[src/rtl/systolic_pkg.sv]
// rtl/systolic_pkg.sv - shared constants and feeder state type for the systolic array slice
// Purpose: default array geometry and the feeder FSM state encoding.
//   Both the feeder and the array import this package.
// Ports: none (package).
package systolic_pkg;

  localparam int DEF_ROWS   = 4;
  localparam int DEF_COLS   = 4;
  localparam int DEF_DATA_W = 8;
  localparam int DEF_DEPTH  = 128;

  typedef enum logic [1:0] {
    ST_IDLE,
    ST_FEED,
    ST_DRAIN,
    ST_DONE
  } feeder_state_t;

endpackage

[src/rtl/systolic_feeder_if.sv]
// rtl/systolic_feeder_if.sv - control and bank/operand bundle between controller, banks and feeder
// Purpose: groups the start/done handshake, the bank read ports and the skewed operand outputs.
// Ports (signals):
//   start, base_addr, k_len          run request from the controller
//   busy, done, array_clr            run status and array accumulator clear
//   rd_en_w/n, rd_addr_w/n           per-bank read enables and packed addresses
//   rd_data_w/n                      bank read data, one cycle after the address
//   west_out, north_out              skewed, zero-padded operands to the array
// Modports: slave = feeder side, master = controller/bank side.
interface systolic_feeder_if
  import systolic_pkg::*;
#(
  parameter int ROWS   = DEF_ROWS,
  parameter int COLS   = DEF_COLS,
  parameter int DATA_W = DEF_DATA_W,
  parameter int DEPTH  = DEF_DEPTH,
  parameter int ADDR_W = $clog2(DEPTH)
) ();

  logic                     start;
  logic [ADDR_W-1:0]        base_addr;
  logic [ADDR_W:0]          k_len;
  logic                     busy;
  logic                     done;
  logic                     array_clr;
  logic [ROWS-1:0]          rd_en_w;
  logic [COLS-1:0]          rd_en_n;
  logic [ROWS*ADDR_W-1:0]   rd_addr_w;
  logic [COLS*ADDR_W-1:0]   rd_addr_n;
  logic [ROWS*DATA_W-1:0]   rd_data_w;
  logic [COLS*DATA_W-1:0]   rd_data_n;
  logic [ROWS*DATA_W-1:0]   west_out;
  logic [COLS*DATA_W-1:0]   north_out;

  modport slave (
    input  start, base_addr, k_len, rd_data_w, rd_data_n,
    output busy, done, array_clr, rd_en_w, rd_en_n, rd_addr_w, rd_addr_n, west_out, north_out
  );

  modport master (
    output start, base_addr, k_len, rd_data_w, rd_data_n,
    input  busy, done, array_clr, rd_en_w, rd_en_n, rd_addr_w, rd_addr_n, west_out, north_out
  );

endinterface

[src/rtl/feeder_lane.sv]
// rtl/feeder_lane.sv - one skewed operand lane: window compare, wrapped address, zero-pad output
// Purpose: lane LANE reads element t-LANE while LANE <= t < LANE+k_len, otherwise idles on base.
//   The output register carries the bank word two cycles after its address, or 0 outside the window.
// Ports:
//   clk, rst        clock, asynchronous active-high reset
//   run             feed phase in progress
//   kill            synchronous flush of the delay/output registers (abort)
//   t               feed cycle index
//   base, k_len     captured run base address and operand count
//   rd_data         bank read data (registered, one cycle after rd_addr)
//   rd_en, rd_addr  bank read port
//   dout            skewed, zero-padded operand
module feeder_lane #(
  parameter int LANE   = 0,
  parameter int DATA_W = 8,
  parameter int ADDR_W = 7,
  parameter int DEPTH  = 128,
  parameter int T_W    = 8
) (
  input  logic              clk,
  input  logic              rst,
  input  logic              run,
  input  logic              kill,
  input  logic [T_W-1:0]    t,
  input  logic [ADDR_W-1:0] base,
  input  logic [ADDR_W:0]   k_len,
  input  logic [DATA_W-1:0] rd_data,
  output logic              rd_en,
  output logic [ADDR_W-1:0] rd_addr,
  output logic [DATA_W-1:0] dout
);

  localparam int CW = T_W + 1;

  // One extra bit so the borrow of t - LANE tells us t is still before the window.
  logic [CW:0]       diff;
  logic              active;
  logic [ADDR_W:0]   sum;
  logic              act_q;

  assign diff   = {2'b00, t} - (CW+1)'(LANE);
  assign active = run && !diff[CW] && (diff[CW-1:0] < CW'(k_len));

  // base + offset < 2*DEPTH, so a single conditional subtract implements the wrap.
  assign sum     = {1'b0, base} + {1'b0, ADDR_W'(diff[CW-1:0])};
  assign rd_en   = active;
  assign rd_addr = active ? ADDR_W'((sum >= (ADDR_W+1)'(DEPTH)) ? sum - (ADDR_W+1)'(DEPTH) : sum)
                          : base;

  // act_q lines the window flag up with the bank's registered data; dout is the second stage.
  always_ff @(posedge clk or posedge rst) begin
    if (rst) begin
      act_q <= 1'b0;
      dout  <= '0;
    end else if (kill) begin
      act_q <= 1'b0;
      dout  <= '0;
    end else begin
      act_q <= active;
      dout  <= act_q ? rd_data : '0;
    end
  end

endmodule

[src/rtl/systolic_feeder.sv]
// rtl/systolic_feeder.sv - start/done sequencer feeding skewed operands into the systolic array
// Purpose: one accepted start sweeps all west/north banks with diagonal skew, waits ROWS+COLS
//   cycles for the array to drain and pulses done.
// Ports:
//   clk, rst   clock, asynchronous active-high reset
//   abort      (only with FEEDER_ABORT_EN) cancel a run in FEED/DRAIN without a done pulse
//   bus        systolic_feeder_if.slave: start/base_addr/k_len in, busy/done/array_clr out,
//              bank read ports and west_out/north_out operands
// Optional feature macro: FEEDER_ABORT_EN.
module systolic_feeder
  import systolic_pkg::*;
#(
  parameter int ROWS   = DEF_ROWS,
  parameter int COLS   = DEF_COLS,
  parameter int DATA_W = DEF_DATA_W,
  parameter int DEPTH  = DEF_DEPTH,
  parameter int ADDR_W = $clog2(DEPTH)
) (
  input  logic clk,
  input  logic rst,
`ifdef FEEDER_ABORT_EN
  input  logic abort,
`endif
  systolic_feeder_if.slave bus
);

  localparam int MAX_RC = (ROWS > COLS) ? ROWS : COLS;
  // t counts both the feed window and the drain period.
  localparam int T_W    = $clog2(DEPTH + ROWS + COLS + 1);

  feeder_state_t         state;
  logic [T_W-1:0]        t;
  logic [T_W-1:0]        t_last;
  logic [ADDR_W-1:0]     base_q;
  logic [ADDR_W:0]       klen_q;
  logic                  busy_q, done_q, clr_q;
  logic                  k_ok, accept, run, kill;
  logic [ROWS-1:0]       en_w;
  logic [COLS-1:0]       en_n;
  logic [ROWS*ADDR_W-1:0] addr_w;
  logic [COLS*ADDR_W-1:0] addr_n;
  logic [ROWS*DATA_W-1:0] west_d;
  logic [COLS*DATA_W-1:0] north_d;

  assign k_ok   = (bus.k_len != '0) && (bus.k_len <= (ADDR_W+1)'(DEPTH));
  assign accept = ((state == ST_IDLE) || (state == ST_DONE)) && bus.start && k_ok;
  assign run    = (state == ST_FEED);
  // Last feed cycle is F-1 = k_len + MAX_RC - 2.
  assign t_last = T_W'(klen_q) + T_W'(MAX_RC) - T_W'(2);

`ifdef FEEDER_ABORT_EN
  assign kill = abort && ((state == ST_FEED) || (state == ST_DRAIN));
`else
  assign kill = 1'b0;
`endif

  always_ff @(posedge clk or posedge rst) begin
    if (rst) begin
      state  <= ST_IDLE;
      t      <= '0;
      base_q <= '0;
      klen_q <= '0;
      busy_q <= 1'b0;
      done_q <= 1'b0;
      clr_q  <= 1'b0;
    end else begin
      done_q <= 1'b0;
      clr_q  <= 1'b0;
      if (kill) begin
        state  <= ST_IDLE;
        t      <= '0;
        busy_q <= 1'b0;
      end else begin
        case (state)
          ST_IDLE, ST_DONE: begin
            if (accept) begin
              state  <= ST_FEED;
              t      <= '0;
              base_q <= bus.base_addr;
              klen_q <= bus.k_len;
              busy_q <= 1'b1;
              clr_q  <= 1'b1;
            end else begin
              state  <= ST_IDLE;
            end
          end
          ST_FEED: begin
            if (t == t_last) begin
              state <= ST_DRAIN;
              t     <= '0;
            end else begin
              t <= t + T_W'(1);
            end
          end
          ST_DRAIN: begin
            if (t == T_W'(ROWS + COLS - 1)) begin
              state  <= ST_DONE;
              t      <= '0;
              busy_q <= 1'b0;
              done_q <= 1'b1;
            end else begin
              t <= t + T_W'(1);
            end
          end
          default: state <= ST_IDLE;
        endcase
      end
    end
  end

  for (genvar i = 0; i < ROWS; i++) begin : g_west
    feeder_lane #(
      .LANE(i), .DATA_W(DATA_W), .ADDR_W(ADDR_W), .DEPTH(DEPTH), .T_W(T_W)
    ) u_lane (
      .clk(clk), .rst(rst), .run(run), .kill(kill), .t(t),
      .base(base_q), .k_len(klen_q),
      .rd_data(bus.rd_data_w[i*DATA_W +: DATA_W]),
      .rd_en(en_w[i]),
      .rd_addr(addr_w[i*ADDR_W +: ADDR_W]),
      .dout(west_d[i*DATA_W +: DATA_W])
    );
  end

  for (genvar i = 0; i < COLS; i++) begin : g_north
    feeder_lane #(
      .LANE(i), .DATA_W(DATA_W), .ADDR_W(ADDR_W), .DEPTH(DEPTH), .T_W(T_W)
    ) u_lane (
      .clk(clk), .rst(rst), .run(run), .kill(kill), .t(t),
      .base(base_q), .k_len(klen_q),
      .rd_data(bus.rd_data_n[i*DATA_W +: DATA_W]),
      .rd_en(en_n[i]),
      .rd_addr(addr_n[i*ADDR_W +: ADDR_W]),
      .dout(north_d[i*DATA_W +: DATA_W])
    );
  end

  assign bus.busy      = busy_q;
  assign bus.done      = done_q;
  assign bus.array_clr = clr_q;
  assign bus.rd_en_w   = en_w;
  assign bus.rd_en_n   = en_n;
  assign bus.rd_addr_w = addr_w;
  assign bus.rd_addr_n = addr_n;
  assign bus.west_out  = west_d;
  assign bus.north_out = north_d;

endmodule
[src/flat_wrapper.sv]
// flat-port wrapper written by rule: the top's interface ports become plain ports
module systolic_feeder_flat import systolic_pkg::*;
#(
  parameter int ROWS   = DEF_ROWS,
  parameter int COLS   = DEF_COLS,
  parameter int DATA_W = DEF_DATA_W,
  parameter int DEPTH  = DEF_DEPTH,
  parameter int ADDR_W = $clog2(DEPTH)
)
  (clk, rst, bus_start, bus_base_addr, bus_k_len, bus_rd_data_w, bus_rd_data_n, bus_busy, bus_done, bus_array_clr, bus_rd_en_w, bus_rd_en_n, bus_rd_addr_w, bus_rd_addr_n, bus_west_out, bus_north_out);
  systolic_feeder_if #(.ROWS(ROWS), .COLS(COLS), .DATA_W(DATA_W), .DEPTH(DEPTH), .ADDR_W(ADDR_W)) bus_i ();
  input  logic clk;
  input  logic rst;
  input wire logic [$bits(bus_i.start)-1:0] bus_start;
  input wire logic [$bits(bus_i.base_addr)-1:0] bus_base_addr;
  input wire logic [$bits(bus_i.k_len)-1:0] bus_k_len;
  input wire logic [$bits(bus_i.rd_data_w)-1:0] bus_rd_data_w;
  input wire logic [$bits(bus_i.rd_data_n)-1:0] bus_rd_data_n;
  output wire logic [$bits(bus_i.busy)-1:0] bus_busy;
  output wire logic [$bits(bus_i.done)-1:0] bus_done;
  output wire logic [$bits(bus_i.array_clr)-1:0] bus_array_clr;
  output wire logic [$bits(bus_i.rd_en_w)-1:0] bus_rd_en_w;
  output wire logic [$bits(bus_i.rd_en_n)-1:0] bus_rd_en_n;
  output wire logic [$bits(bus_i.rd_addr_w)-1:0] bus_rd_addr_w;
  output wire logic [$bits(bus_i.rd_addr_n)-1:0] bus_rd_addr_n;
  output wire logic [$bits(bus_i.west_out)-1:0] bus_west_out;
  output wire logic [$bits(bus_i.north_out)-1:0] bus_north_out;
  assign bus_i.start = bus_start;
  assign bus_i.base_addr = bus_base_addr;
  assign bus_i.k_len = bus_k_len;
  assign bus_i.rd_data_w = bus_rd_data_w;
  assign bus_i.rd_data_n = bus_rd_data_n;
  assign bus_busy = bus_i.busy;
  assign bus_done = bus_i.done;
  assign bus_array_clr = bus_i.array_clr;
  assign bus_rd_en_w = bus_i.rd_en_w;
  assign bus_rd_en_n = bus_i.rd_en_n;
  assign bus_rd_addr_w = bus_i.rd_addr_w;
  assign bus_rd_addr_n = bus_i.rd_addr_n;
  assign bus_west_out = bus_i.west_out;
  assign bus_north_out = bus_i.north_out;
  systolic_feeder #(.ROWS(ROWS), .COLS(COLS), .DATA_W(DATA_W), .DEPTH(DEPTH), .ADDR_W(ADDR_W)) u_core (.clk(clk), .rst(rst), .bus(bus_i));
endmodule
[config.mk]
export PLATFORM = sky130hd
export DESIGN_NAME = systolic_feeder_flat
export DESIGN_NICKNAME = d
export VERILOG_FILES = /design/src/rtl/systolic_pkg.sv /design/src/rtl/systolic_feeder_if.sv /design/src/rtl/feeder_lane.sv /design/src/rtl/systolic_feeder.sv /design/src/flat_wrapper.sv
export SDC_FILE = /design/constraint.sdc
export NUM_CORES = 1
export LEC_CHECK = 0
export ABC_AREA = 0
export CORE_ASPECT_RATIO = 0.5
export CORE_MARGIN = 1
export CORE_UTILIZATION = 45
export CTS_CLUSTER_SIZE = 25
export DETAILED_ROUTE_END_ITERATION = 8
export PLACE_DENSITY = 0.84
export SLEW_MARGIN = 25
export SYNTH_ARGS = -nofsm -noshare
export SYNTH_HDL_FRONTEND = slang
export SYNTH_SLANG_ARGS = --single-unit
[constraint.sdc]
create_clock -name clk -period 4.7 [get_ports clk]
set_input_delay 0.94 -clock clk [delete_from_list [all_inputs] [get_ports clk]]
set_output_delay 0.94 -clock clk [all_outputs]
set_load 0.005 [all_outputs]
; After elaboration in Yosys (flattened, before gate mapping)
; Cells that the tools add are included.
[op_classes]
n_addsub = 14
n_lt_le_gt_ge = 9
n_eq_ne = 8
muxes = 31
reduce_logical = 21
[op_table]
columns = op, count
row1 = $mux 8, 11
row2 = $mux 7, 8
row3 = $add 7x7->8, 4
row4 = $ge 8x8->1 const B, 4
row5 = $sub 7x1->7 const B, 4
row6 = $lt 9x8->1, 3
row7 = $pmux 8 s3, 1
row8 = $sub 8x2->9 const B, 2
row9 = $logic_and 1x1->1, 10
row10 = $sub 8x1->9 const B, 1
row11 = $add 8x1->8 const B, 1
row12 = $add 8x3->8 const B, 1
row13 = $eq 8x3->1 const B, 1
row14 = $eq 8x8->1, 1
row15 = $le 8x8->1 const B, 1
row16 = $lt 8x8->1, 1
row17 = $reduce_bool 8->1, 1
row18 = $sub 8x2->8 const B, 1
row19 = $mux 1, 7
row20 = $ne 2x1->1 const B, 3
row21 = $pmux 2 s3, 1
row22 = $eq 2x2->1 const B, 2
row23 = $mux 2, 2
row24 = $reduce_and 2->1, 2
row25 = other kinds (8), 10
[word_totals]
inputBits = 82
word_cells = 102
output_inout_bits = 131
register_bits = 96

; Depth between registers and ports, before layout
[logic_depth]
word_depth = 6
ltp_mapped = 15
depth_no_buf = 12

; Modules after synthesis
; A second synthesis with hierarchy kept.
[hier_totals]
hier_cells = 966
area_unflattened_um2 = 8901.0
[by_module_without_submodules]
columns = module, area_per_inst_um2, cells_per_inst, seq_area_each_um2, n_inst
row1 = feeder_lane at u_core.g_north[2].u_lane ..., 944.7, 104, 225.2, 2
row2 = feeder_lane at u_core.g_north[3].u_lane ..., 922.1, 100, 225.2, 2
row3 = systolic_feeder, 1654.1, 176, 700.7, 1
row4 = feeder_lane at u_core.g_north[0].u_lane ..., 805.8, 85, 225.2, 2
row5 = feeder_lane at u_core.g_north[1].u_lane, 952.2, 106, 225.2, 1
row6 = feeder_lane at u_core.g_west[1].u_lane, 949.7, 106, 225.2, 1

; Worst setup path before layout
; OpenSTA, ideal clock, no wires.
[synth_timing]
path_type = register to output
start = register u_core.t[2]
end = output bus_rd_addr_w[26]
stages_incl_launch_ff = 14
t_required_ps = 3760
arrival_time_ps = 3337
path_buffers = 3
path_slack_ps = 423
path_cell_list = dfrtp_1 clkbuf_1 inv_1 ha_1 a2111oi_0 nand2_1 xnor2_1 ha_1 a21oi_1 o21ai_0 a21oi_1 clkbuf_1 mux2i_1 buf_4
[synth_via]
elab_chain_len = 5
elab_cells_between_ends = 10
classes_between = add/sub (3) / order compare (2) / mux (2) / reduce/logical (3)
[synth_lines]
columns = item, line
row1 = "start, declared", systolic_feeder.sv:32  ; logic [T_W-1:0] t;
row2 = "start signal, assigned", systolic_feeder.sv:92  ; t <= t + T_W'(1);
row3 = "start signal, assigned", systolic_feeder.sv:102  ; t <= t + T_W'(1);
row4 = $sub 8x2->9 (*), -
row5 = "parallel branches: the longest is 2 deep, another holds $lt 9x8->1", -
row6 = $logic_and 1x1->1 (*), -
row7 = net u_core.g_north[3].u_lane.rd_en, feeder_lane.sv:28  ; output logic rd_en,
row8 = $mux 7 (*), -
row9 = "end, declared", flat_wrapper.sv:24  ; output wire logic [$bits(bus_i.rd_addr_w)-1:0] bus_rd_addr_w;
; Mark *: on every way through the listed nets, which the timed path passes.

; Final worst setup path
[layout_timing]
start = register u_core.t[0]
end = output bus_rd_addr_w[13]
[layout_via]
elab_chain_len = 5
elab_cells_between_ends = 10
classes_between = add/sub (3) / order compare (2) / mux (2) / reduce/logical (3)
[layout_lines]
columns = item, line
row1 = $sub 8x1->9 (*), feeder_lane.sv:41  ; assign diff = {2'b00, t} - (CW+1)'(LANE);
row2 = $add 7x7->8 / $logic_not 1->1 (equally long branches), "feeder_lane.sv:45, feeder_lane.sv:42"
row3 = "$sub 7x1->7, or another cell as far along", feeder_lane.sv:47  ; assign rd_addr = active ? ADDR_W'((sum >= (ADDR_W+1)'(DEPTH)) ? sum - (ADDR_W+1)'(DEPTH) : sum)
row4 = $mux 7 / $logic_and 1x1->1 (equally long branches), "feeder_lane.sv:47, feeder_lane.sv:42"
row5 = $mux 7 (*), feeder_lane.sv:47
; Mark *: on every way between the ends. The rest lies on a longest branch, timed or not.

==> results.sh <==
export IMPL_wl_um=16500
export IMPL_grt_total_usage=0.244
export IMPL_critPathMaxFanout=10
export IMPL_yosysTopAreaCellShare=0.405
export IMPL_crit_path_start_kind="register"
export IMPL_overflow=0
export IMPL_relSlewSlack=0.496
export IMPL_dr_pass1_iters=5
export IMPL_grt_max_degree=84
export IMPL_regToRegStartpoint="u_core.t[0]$_DFFE_PP0P_"
export IMPL_dp_hpwl_um=12300
export IMPL_clkLatencyLatePin_ns=0.35
export IMPL_fmax_mhz=218
export IMPL_drive_gt1_frac=0.0766
export IMPL_status="complete, no violations"
export IMPL_clockRootBuffer="clkbuf_16"
export IMPL_cp_end_kind="output pin"
export IMPL_netlist_area_sq_um=5930
export IMPL_path_buf_inv=3
export IMPL_met1_length_um=6930
export IMPL_synth_area_leaders="dfrtp_1 (41%), ha_1 (13%), and2_1 (6.9%)"
export IMPL_port_buffers=212
export IMPL_slew_viol_final=0
export IMPL_gp_congestion=0.929
export IMPL_die_y_um=83.2
export IMPL_core_area_sq_um=12800
export IMPL_synth_compound_area_frac=0.122
export IMPL_drv_cap=0
export IMPL_path_cells="inv_1 -> ha_2 -> inv_1 -> fa_1 -> a211oi_1 -> o21bai_1 -> a21oi_1 -> xnor2_1 -> nand2_1 -> xnor2_1 -> clkdlybuf4s50_1"
export IMPL_die_x_um=164
export IMPL_slowest_stage="clkdlybuf4s50_1"
export IMPL_cp_top_family="adder cells"
export IMPL_p_leak_nw=3.74
export IMPL_final_antenna_net_count=0
export IMPL_clk_pin_slew_worst_paths_ns=0.07
export IMPL_crit_arrival_ns=3.64
export IMPL_highest_layer="met4"
export IMPL_synth_seq_cells=96
export IMPL_yosys_top_cells_count="dfrtp_1 (96), and2_1 (65), ha_1 (61), nand2_1 (44), buf_4 (36)"
export IMPL_routedWlPerCell_um=17.3
export IMPL_netlist_instances=592
export IMPL_synth_top_family_by_area="simple AND/OR/NAND/NOR gates"
export IMPL_async_flop_share=1.00
export IMPL_clock_sinks=96
export IMPL_yosys_warnings=0
export IMPL_hold_path_class="reg2reg"
export IMPL_drc=0
export IMPL_synth_mux_area_frac=0.0236
export IMPL_final_setup_worst_slack_ns=0.116
export IMPL_wl_met2_um=8100
export IMPL_first_global_vias=5019
export IMPL_grt_pass1_wl_um=26000
export IMPL_placed_cell_area_sq_um=7990
export IMPL_p_per_area_nw_per_um2=708
export IMPL_synth_edf_count=0
export IMPL_avgSynthCellArea_sq_um=10.0
export IMPL_clockBufferDepth=2
export IMPL_io_pins=213
export IMPL_fin_skew_ns=0.00992
export IMPL_start_util=0.464
export IMPL_synth_simple_area_share=0.162
export IMPL_synth_top_area_cell="dfrtp_1"
export IMPL_ys_flop_type="dfrtp_1"
export IMPL_path_class="reg2out"
export IMPL_cts_made_buffers=9
export IMPL_setup_viol=0
export IMPL_fin_crit_sh=0.975
export IMPL_htree_levels=3
export IMPL_hold_ws_ns=0.542
export IMPL_slowest_delay_ns=0.54
export IMPL_synth_most_common_cell="dfrtp_1"
export IMPL_holdCritStartpoint="u_core.bus.busy$_DFFE_PP0P_"
export IMPL_yosys_area_share_adder=0.142
export IMPL_antenna_cells=0
export IMPL_ir_drop_mv=0.291
export IMPL_synthDistinctLibCells=54
export IMPL_min_period_ns=4.58
export IMPL_vias=4982
export IMPL_routed_wl_met3_um=1170
export IMPL_antenna_found_initial=0
export IMPL_hold_viol=0
export IMPL_syn_to_final_growth_pct=42.0
export IMPL_finish_instance_area_sq_um=8420
export IMPL_row_count=29
export IMPL_worstPathRequired_ns=3.76
export IMPL_synth_xor_area_frac=0.0694
export IMPL_nets=925
export IMPL_seq_area_frac_synth=0.405
export IMPL_die_area_sq_um=13700
export IMPL_cp_startpoint="u_core.t[0]$_DFFE_PP0P_"
export IMPL_drt_iter0_drc=333
export IMPL_setup_tns_final_ns=0
export IMPL_rsz0062_at_grt="no"
export IMPL_dp_slack_ns=0.259
export IMPL_cts_tree="done"
export IMPL_syn_nets=739
export IMPL_avgViaCountPerCell=5.23
export IMPL_worstMarginPinSlew_ns=0.756
==> path summary, 6_finish.rpt <==
path | cells past startpoint | slack [ns] | endpoint
max in group asynchronous | 3 | 2.89 | u_core.g_north[0].u_lane.dout[4]$_DFF_PP0_
min in group asynchronous | 2 | 1.12 | u_core.g_north[3].u_lane.dout[2]$_DFF_PP0_
worst min-delay path | 1 | 0.54 | u_core.bus.busy$_DFFE_PP0P_
worst min register to register | 1 | 0.54 | u_core.bus.busy$_DFFE_PP0P_
worst max register to register | 10 | 2.05 | u_core.g_west[1].u_lane.act_q$_DFF_PP0_
worst max-delay path | 11 | 0.12 | bus_rd_addr_w[13]
==> sequential cells by signal, indices dropped and copies added (netlist names) <==
register                    count
u_core.g_west.u_lane.dout      32
u_core.bus.busy                 1
u_core.bus.done                 1
u_core.bus.array_clr            1
u_core.base_q                   7
u_core.t                        8
u_core.g_north.u_lane.dout     32
u_core.klen_q                   8
u_core.g_west.u_lane.act_q      4
u_core.state                    2
==> per-stage QoR <==
step | power (W) | std cells | utilization
final | 0.00596 | 953 | 0.659
after global routing | 0.00639 | 953 | 0.659
after CTS | 0.00585 | 947 | 0.653
after detailed placement | 0.00503 | 929 | 0.626
after floorplan | 0.00370 | 592 | -
after global placement | 0.00492 | 929 | 0.626
==> routing by layer <==
metal  vias up  GRT usage
met4         0     0.0631
met5         -          0
met1      2390      0.315
met2       213      0.420
met3        34     0.0445
li1       2345          -
==> final cells by class <==
cell class / instances / area (sq um)
well taps: 170 / 213
flip-flops and latches: 96 / 2410
inverters: 27 / 110
clock buffers: 10 / 229
repair buffers: 229 / 2260
multi-input cells: 415 / 3120
fillers: 941 / 4350
clock inverters: 6 / 78.8
==> worst reg2reg max path, stage by stage (launching register included) <==
cell      delay [ns]
dfrtp_2         0.53
inv_1           0.18
ha_2            0.42
inv_1           0.10
ha_1            0.27
nor2b_1         0.12
o211ai_1        0.16
nand3_1         0.11
a221oi_1        0.31
buf_4           0.24
buf_4           0.15
==> cells in the final DEF (no fill, tap or decap), types with 9 or more instances in the layout <==
master           Yosys  layout
o21ai_0             33      33
inv_1               26      24
nand2_1             44      44
xnor2_1             31      30
dfrtp_1             96      92
xor2_1              16      16
ha_1                61      60
clkbuf_16            0       9
nor2_1              27      26
clkdlybuf4s50_1      0     212
buf_4               36      16
and2_1              65      65
o21bai_1             9       9
a21oi_1             26      26
==> logic make-up (layout without fill, tap and decap cells) <==
| family | after synthesis | in the layout |
|---|---|---|
| AO/OA/AOI/OAI | 111 | 111 |
| XOR/XNOR | 47 | 47 |
| adder cells (fa/ha/maj) | 65 | 65 |
| buffers and inverters | 81 | 272 |
| flip-flops | 96 | 96 |
| multiplexers | 13 | 13 |
| AND/OR/NAND/NOR | 179 | 179 |
==> report_power, final <==
group          switching, W  internal [W]
registers          0.000229      0.000998
logic               0.00190       0.00208
clock network      0.000341      0.000421
total               0.00247       0.00350
==> repair_timing <==
action / 4_1_cts / 5_1_grt
buffers inserted: 2 / 6
endpoints found under the setup margin: 38 / 42
resized for setup: 4 / 7
hold buffers: 0 / 0
Power figures use the tool's default switching activity.
